<file path="src/rtl/dot_prod_seq_pkg.sv">
// Shared types and width helpers for the dot-product sequencer.
// DOT_PROD_SEQ_SAT_EN (optional) selects accumulator saturation in mac_acc.
package dot_prod_pkg;

  typedef enum logic [1:0] {
    IDLE = 2'd0,
    RUN  = 2'd1,
    DONE = 2'd2
  } state_t;

  function automatic int ACC_W(input int width);
    return 2 * width;
  endfunction

endpackage

</file>
<file path="src/rtl/dot_prod_seq_if.sv">
// Job, operand-stream and result handshake bundle for dot_prod_seq.
// DOT_PROD_SEQ_SAT_EN has no effect on this interface.
interface dot_prod_seq_if #(
  parameter int WIDTH = 16,
  parameter int LEN_W = 8
);
  import dot_prod_pkg::*;

  logic                      start;
  logic [LEN_W-1:0]          len;
  logic                      abort;
  logic                      busy;
  logic                      in_valid;
  logic                      in_ready;
  logic [WIDTH-1:0]          a_in;
  logic [WIDTH-1:0]          b_in;
  logic                      res_valid;
  logic                      res_ready;
  logic [ACC_W(WIDTH)-1:0]   res_data;
  logic                      ovf;

  modport master (
    output start, len, abort, in_valid, a_in, b_in, res_ready,
    input  busy, in_ready, res_valid, res_data, ovf
  );

  modport slave (
    input  start, len, abort, in_valid, a_in, b_in, res_ready,
    output busy, in_ready, res_valid, res_data, ovf
  );
endinterface

</file>
<file path="src/rtl/dot_prod_seq_mac_acc.sv">
// Unsigned multiply-accumulate with sticky carry-out flag.
// Define DOT_PROD_SEQ_SAT_EN to clamp the accumulator to all-ones on carry.
module mac_acc
  import dot_prod_pkg::*;
#(
  parameter int WIDTH = 16
) (
  input  logic                    clk,
  input  logic                    reset,
  input  logic                    clr,
  input  logic                    en,
  input  logic [WIDTH-1:0]        a,
  input  logic [WIDTH-1:0]        b,
  output logic [ACC_W(WIDTH)-1:0] acc,
  output logic                    ovf
);
  localparam int AW = ACC_W(WIDTH);

  logic [AW-1:0] prod;
  logic [AW:0]   sum;

  function automatic logic [AW-1:0] sat_add(input logic [AW:0] s);
`ifdef DOT_PROD_SEQ_SAT_EN
    return s[AW] ? {AW{1'b1}} : s[AW-1:0];
`else
    return s[AW-1:0];
`endif
  endfunction

  assign prod = {{WIDTH{1'b0}}, a} * {{WIDTH{1'b0}}, b};
  // One spare bit on the adder exposes the carry that drives ovf.
  assign sum  = {1'b0, acc} + {1'b0, prod};

  always_ff @(posedge clk or negedge reset) begin
    if (!reset) begin
      acc <= '0;
      ovf <= 1'b0;
    end else if (clr) begin
      acc <= '0;
      ovf <= 1'b0;
    end else if (en) begin
      acc <= sat_add(sum);
      ovf <= ovf | sum[AW];
    end
  end

endmodule

</file>
<file path="src/rtl/dot_prod_seq.sv">
// Job sequencer around mac_acc: accepts (start,len), streams len operand pairs, returns the sum.
// DOT_PROD_SEQ_SAT_EN is passed through to mac_acc (saturating accumulation).
module dot_prod_seq
  import dot_prod_pkg::*;
#(
  parameter int WIDTH = 16,
  parameter int LEN_W = 8
) (
  input logic           clk,
  input logic           reset,
  dot_prod_seq_if.slave bus
);
  localparam int AW = ACC_W(WIDTH);

  state_t            state, state_nxt;
  logic [LEN_W-1:0]  cnt;
  logic [LEN_W-1:0]  len_q;
  logic              accept;
  logic              beat;
  logic              last;
  logic              acc_clr;
  logic              acc_en;
  logic [AW-1:0]     acc;
  logic              ovf;

  assign accept = (state == IDLE) && bus.start;
  assign beat   = bus.in_valid && bus.in_ready;
  assign last   = (cnt == len_q - LEN_W'(1));

  always_ff @(posedge clk or negedge reset) begin
    if (!reset) state <= IDLE;
    else        state <= state_nxt;
  end

  always_comb begin
    state_nxt = state;
    case (state)
      IDLE: if (bus.start) state_nxt = (bus.len != '0) ? RUN : DONE;
      RUN: begin
        if (bus.abort)         state_nxt = IDLE;
        else if (beat && last) state_nxt = DONE;
      end
      DONE: begin
        if (bus.abort || bus.res_ready) state_nxt = IDLE;
      end
      default: state_nxt = IDLE;
    endcase
  end

  // abort suppresses the same-cycle beat so acc holds the pre-abort value.
  always_comb begin
    bus.busy      = 1'b0;
    bus.in_ready  = 1'b0;
    bus.res_valid = 1'b0;
    acc_clr       = 1'b0;
    acc_en        = 1'b0;
    case (state)
      IDLE: acc_clr = bus.start;
      RUN: begin
        bus.busy     = 1'b1;
        bus.in_ready = 1'b1;
        acc_en       = bus.in_valid && !bus.abort;
      end
      DONE: begin
        bus.busy      = 1'b1;
        bus.res_valid = 1'b1;
      end
      default: ;
    endcase
  end

  always_ff @(posedge clk or negedge reset) begin
    if (!reset) begin
      cnt   <= '0;
      len_q <= '0;
    end else if (accept) begin
      cnt   <= '0;
      len_q <= bus.len;
    end else if (acc_en) begin
      cnt   <= cnt + LEN_W'(1);
    end
  end

  mac_acc #(.WIDTH(WIDTH)) u_mac (
    .clk   (clk),
    .reset (reset),
    .clr   (acc_clr),
    .en    (acc_en),
    .a     (bus.a_in),
    .b     (bus.b_in),
    .acc   (acc),
    .ovf   (ovf)
  );

  assign bus.res_data = acc;
  assign bus.ovf      = ovf;

endmodule
</file>
<file path="src/flat_wrapper.sv">
// flat-port wrapper written by rule: the top's interface ports become plain ports
module dot_prod_seq_flat import dot_prod_pkg::*;
#(
  parameter int WIDTH = 16,
  parameter int LEN_W = 8
)
  (clk, reset, bus_start, bus_len, bus_abort, bus_in_valid, bus_a_in, bus_b_in, bus_res_ready, bus_busy, bus_in_ready, bus_res_valid, bus_res_data, bus_ovf);
  dot_prod_seq_if #(.WIDTH(WIDTH), .LEN_W(LEN_W)) bus_i ();
  input logic clk;
  input logic reset;
  input wire logic [$bits(bus_i.start)-1:0] bus_start;
  input wire logic [$bits(bus_i.len)-1:0] bus_len;
  input wire logic [$bits(bus_i.abort)-1:0] bus_abort;
  input wire logic [$bits(bus_i.in_valid)-1:0] bus_in_valid;
  input wire logic [$bits(bus_i.a_in)-1:0] bus_a_in;
  input wire logic [$bits(bus_i.b_in)-1:0] bus_b_in;
  input wire logic [$bits(bus_i.res_ready)-1:0] bus_res_ready;
  output wire logic [$bits(bus_i.busy)-1:0] bus_busy;
  output wire logic [$bits(bus_i.in_ready)-1:0] bus_in_ready;
  output wire logic [$bits(bus_i.res_valid)-1:0] bus_res_valid;
  output wire logic [$bits(bus_i.res_data)-1:0] bus_res_data;
  output wire logic [$bits(bus_i.ovf)-1:0] bus_ovf;
  assign bus_i.start = bus_start;
  assign bus_i.len = bus_len;
  assign bus_i.abort = bus_abort;
  assign bus_i.in_valid = bus_in_valid;
  assign bus_i.a_in = bus_a_in;
  assign bus_i.b_in = bus_b_in;
  assign bus_i.res_ready = bus_res_ready;
  assign bus_busy = bus_i.busy;
  assign bus_in_ready = bus_i.in_ready;
  assign bus_res_valid = bus_i.res_valid;
  assign bus_res_data = bus_i.res_data;
  assign bus_ovf = bus_i.ovf;
  dot_prod_seq #(.WIDTH(WIDTH), .LEN_W(LEN_W)) u_core (.clk(clk), .reset(reset), .bus(bus_i));
endmodule
</file>
<file path="config.mk">
export PLATFORM = sky130hd
export DESIGN_NAME = dot_prod_seq_flat
export DESIGN_NICKNAME = d
export VERILOG_FILES = /design/src/rtl/dot_prod_seq_pkg.sv /design/src/rtl/dot_prod_seq_if.sv /design/src/rtl/dot_prod_seq_mac_acc.sv /design/src/rtl/dot_prod_seq.sv /design/src/flat_wrapper.sv
export SDC_FILE = /design/constraint.sdc
export NUM_CORES = 1
export LEC_CHECK = 0
export CAP_MARGIN = 20
export CORE_MARGIN = 1.5
export CORE_UTILIZATION = 45
export CTS_CLUSTER_SIZE = 28
export DETAILED_ROUTE_END_ITERATION = 10
export SYNTH_ARGS = -nofsm -noshare
export SYNTH_HDL_FRONTEND = slang
export SYNTH_HIERARCHICAL = 1
export SYNTH_SLANG_ARGS = --single-unit
export TNS_END_PERCENT = 20
</file>
<file path="constraint.sdc">
create_clock -name clk -period 6.15 [get_ports clk]
set_input_delay 0.9225 -clock clk [delete_from_list [all_inputs] [get_ports clk]]
set_output_delay 0.9225 -clock clk [all_outputs]
set_load 0.02 [all_outputs]
</file>
==> results of run 1 <==
-- worst max-delay path: stages --
cell and delay, ns:
clkbuf_2 0.12, bufbuf_16 0.28, and2_4 0.14, fa_1 0.51, inv_2 0.04, fa_2 0.55
inv_1 0.05, fa_1 0.48, fa_2 0.57, inv_2 0.04, fa_1 0.48, fa_1 0.53
inv_2 0.05, ha_4 0.28, buf_6 0.13, and4_4 0.22, nand3_2 0.09, nor2_1 0.10
o211ai_1 0.15, a21oi_2 0.21, xnor2_1 0.14, o22ai_1 0.08
-- cell families after synthesis --
logic type                 count (synthesis)
AOI/OAI and AO/OA                        132
xor gates and xnor gates                  34
adders and majority gates                335
buffers and inverters                    410
DFF                                       51
muxes                                     18
and+or+nand+nor                          420
-- flip-flops by register name, indices dropped and copies added, names as in the netlist --
register,flops
u_core/u_mac/acc,32
u_core/u_mac/ovf,1
u_core/state,2
u_core/cnt,8
u_core/len_q,8
-- metrics by stage --
step                      std cells  hold WS, ns
after floorplan                1400        0.465
after global placement         1897        0.482
after detailed placement       1897        0.488
after CTS                      1917        0.500
after global routing           1927        0.532
final                          1927        0.503
-- routing by layer --
metal | track usage | vias to the layer above
li1 | - | 4577
met1 | 0.337 | 4824
met2 | 0.389 | 243
met3 | 0.0260 | 45
met4 | 0.0407 | 0
met5 | 0 | -
-- cell usage in the layout (no fill, tap or decap), drive strengths merged, types with 5 or more instances in the layout --
cell type / synthesis / final
o21bai: 6 / 6
xnor2: 19 / 19
fa: 226 / 226
o21a: 8 / 8
and2: 115 / 115
a211oi: 5 / 5
mux2i: 18 / 18
inv: 354 / 354
nand3: 12 / 12
o21ai: 30 / 30
a21o: 10 / 10
clkdlybuf4s50: 0 / 50
nor2b: 5 / 5
clkbuf: 49 / 31
a31oi: 8 / 8
nor2: 37 / 37
nand2: 203 / 203
dfrtp: 51 / 51
buf: 6 / 153
xor2: 15 / 15
nand4: 11 / 11
ha: 109 / 109
nor3: 7 / 7
and3: 6 / 6
a21oi: 35 / 35
-- what timing repair did --
item                       in CTS  in global routing
gates resized for setup        78                100
pin swaps                      18                 38
setup buffers                   6                  8
setup endpoints to repair      21                 19
cloned                          6                  3
-- final cells by class --
| class | instances | area, µm² |
|---|---|---|
| fill | 2506 | 11800 |
| multi-input combinational | 939 | 9640 |
| timing repair buffer | 234 | 2070 |
| inverter | 354 | 1330 |
| sequential | 51 | 1280 |
| tap | 341 | 427 |
| clock buffer | 7 | 133 |
| clock inverter | 1 | 5.00 |
-- final timing paths --
check | cells after the start | to | slack, ns
hold reg to reg | 2 | u_core/len_q[7] | 0.50
min in group asynchronous | 2 | u_core/u_mac/acc[30] | 0.75
max in group asynchronous | 2 | u_core/state[0] | 4.93
setup reg to reg | 18 | u_core/u_mac/ovf | 1.49
hold / removal | 2 | u_core/len_q[7] | 0.50
setup / recovery | 22 | u_core/u_mac/ovf | 0.15
==> impl_metrics.yaml, run 1 <==
clock_tree:
  cts_tree: "done"
  cts_num_sinks: 51
  cts_hold_buf: 0
  ctsLongestPathBuffers: 2
  cts-buffers-inserted: 5
  cts.clk_slew.worst_paths_ns: 0.07
  clk_latency_ns: 0.29
  cts-htree-levels: 2
  cts_root_buf: "clkbuf_16"
yosys:
  synth_most_common_cell: "inv_1"
  synthArstFlopShare: 1.00
  synth_xor_area_frac: 0.0245
  yosysTopAreaCell: "fa_1"
  ys_types: 68
  ys.flop_type: "dfrtp_1"
  yosys.area_share.adder: 0.484
  synth.top_cell.area_share: 0.372
  synth-edff-count: 0
  synth_common_cells: "inv_1, fa_1, nand2_1, and2_1, ha_1"
  syn-cell-area_um2: 12200
  ys_seq_elements: 51
  ys_top_cells_by_area: "fa_1, ha_1, inv_1"
  synth_compound_area_frac: 0.0739
  synth-simple-area-share: 0.168
  synth_warnings: 6
  synth_top_family_by_area: "adder cells"
  avgSynthCellArea_um2: 8.70
  syn_inst: 1400
  muxShareOfSynthArea: 0.0148
  yosysSeqAreaShare: 0.105
  syn_nets: 1781
setup_path:
  worstSetupPathType: "in2reg"
  end_kind: "register"
  r2r_start: "u_core/u_mac/acc[10]"
  crit_fanout: 8
  critPathArrivalTime_ns: 6.16
  crit_start: "bus_a_in[13]"
  cp.required_ns: 6.31
  start_kind: "input pin"
sta:
  tightest_slew_ns: 0.831
  fin_ws_ns: 0.152
  period_needed_ns: 6.00
  slew_headroom: 0.445
  slew_violations: 0
  fmax_mhz: 167
  final-setup-viol-count: 0
  finalSetupTns_ns: 0
  rsz0062_at_grt: "true"
  finalHoldViolCount: 0
  skew_ns: 0.0109
  period_share: 0.975
min_path:
  hp-start: "u_core/len_q[7]"
  hp-class: "reg2reg"
floorplan:
  die_w_um: 167
  fp.coreArea_um2: 26700
  initial_core_util: 0.456
  die-area_um2: 28100
  die_h_um: 167
  placementRows: 60
  ios: 82
route:
  vias: 9689
  drc: 0
  drt_iter0_drc: 496
  wl_met2_mm: 14.9
  ant_nets: 0
  wl_met3_mm: 1.49
  wl_per_cell_um: 16.3
  drt_first_pass_iters: 5
  dr.max_layer_used: "met4"
  vias_per_cell: 5.03
  wirelength_mm: 31.3
  drt-met1-wl_mm: 14.5
global_route:
  track_usage: 0.235
  grt_max_degree: 52
  grt-ovfl-total: 0
  antenna_found_initial: 0
  grt_pass1_vias: 10401
  grt_pass1_wl_mm: 52.9
cells_and_area:
  insertedDiodeCount: 0
  syn_to_final_growth_pct: 22.2
  fin_area_um2: 14900
  drive_above_1_share: 0.163
  nets: 1966
  utilization: 0.557
placement:
  hpwl_mm: 25.8
  gp_congestion: 0.860
  dp_slack_ns: -0.691
  dpl-instance-area_um2: 14200
  io_buffers: 81
outcome:
  outcome: "completed"
flow_run:
  cap_violations: 0
Power of run 1 is left out: the tool's default activity adds up to more than one toggle a clock period on the data nets, which glitch-free logic cannot reach.
==> inputs of run 2 (changes only) <==
Settings changed: ABC_CLOCK_PERIOD_IN_PS set to 6150, HOLD_SLACK_MARGIN set to 0.06.
==> results of run 2 <==
No change in the layout: final DEF, timing and power equal those of run 1.
Power of run 2 is left out for the same reason.
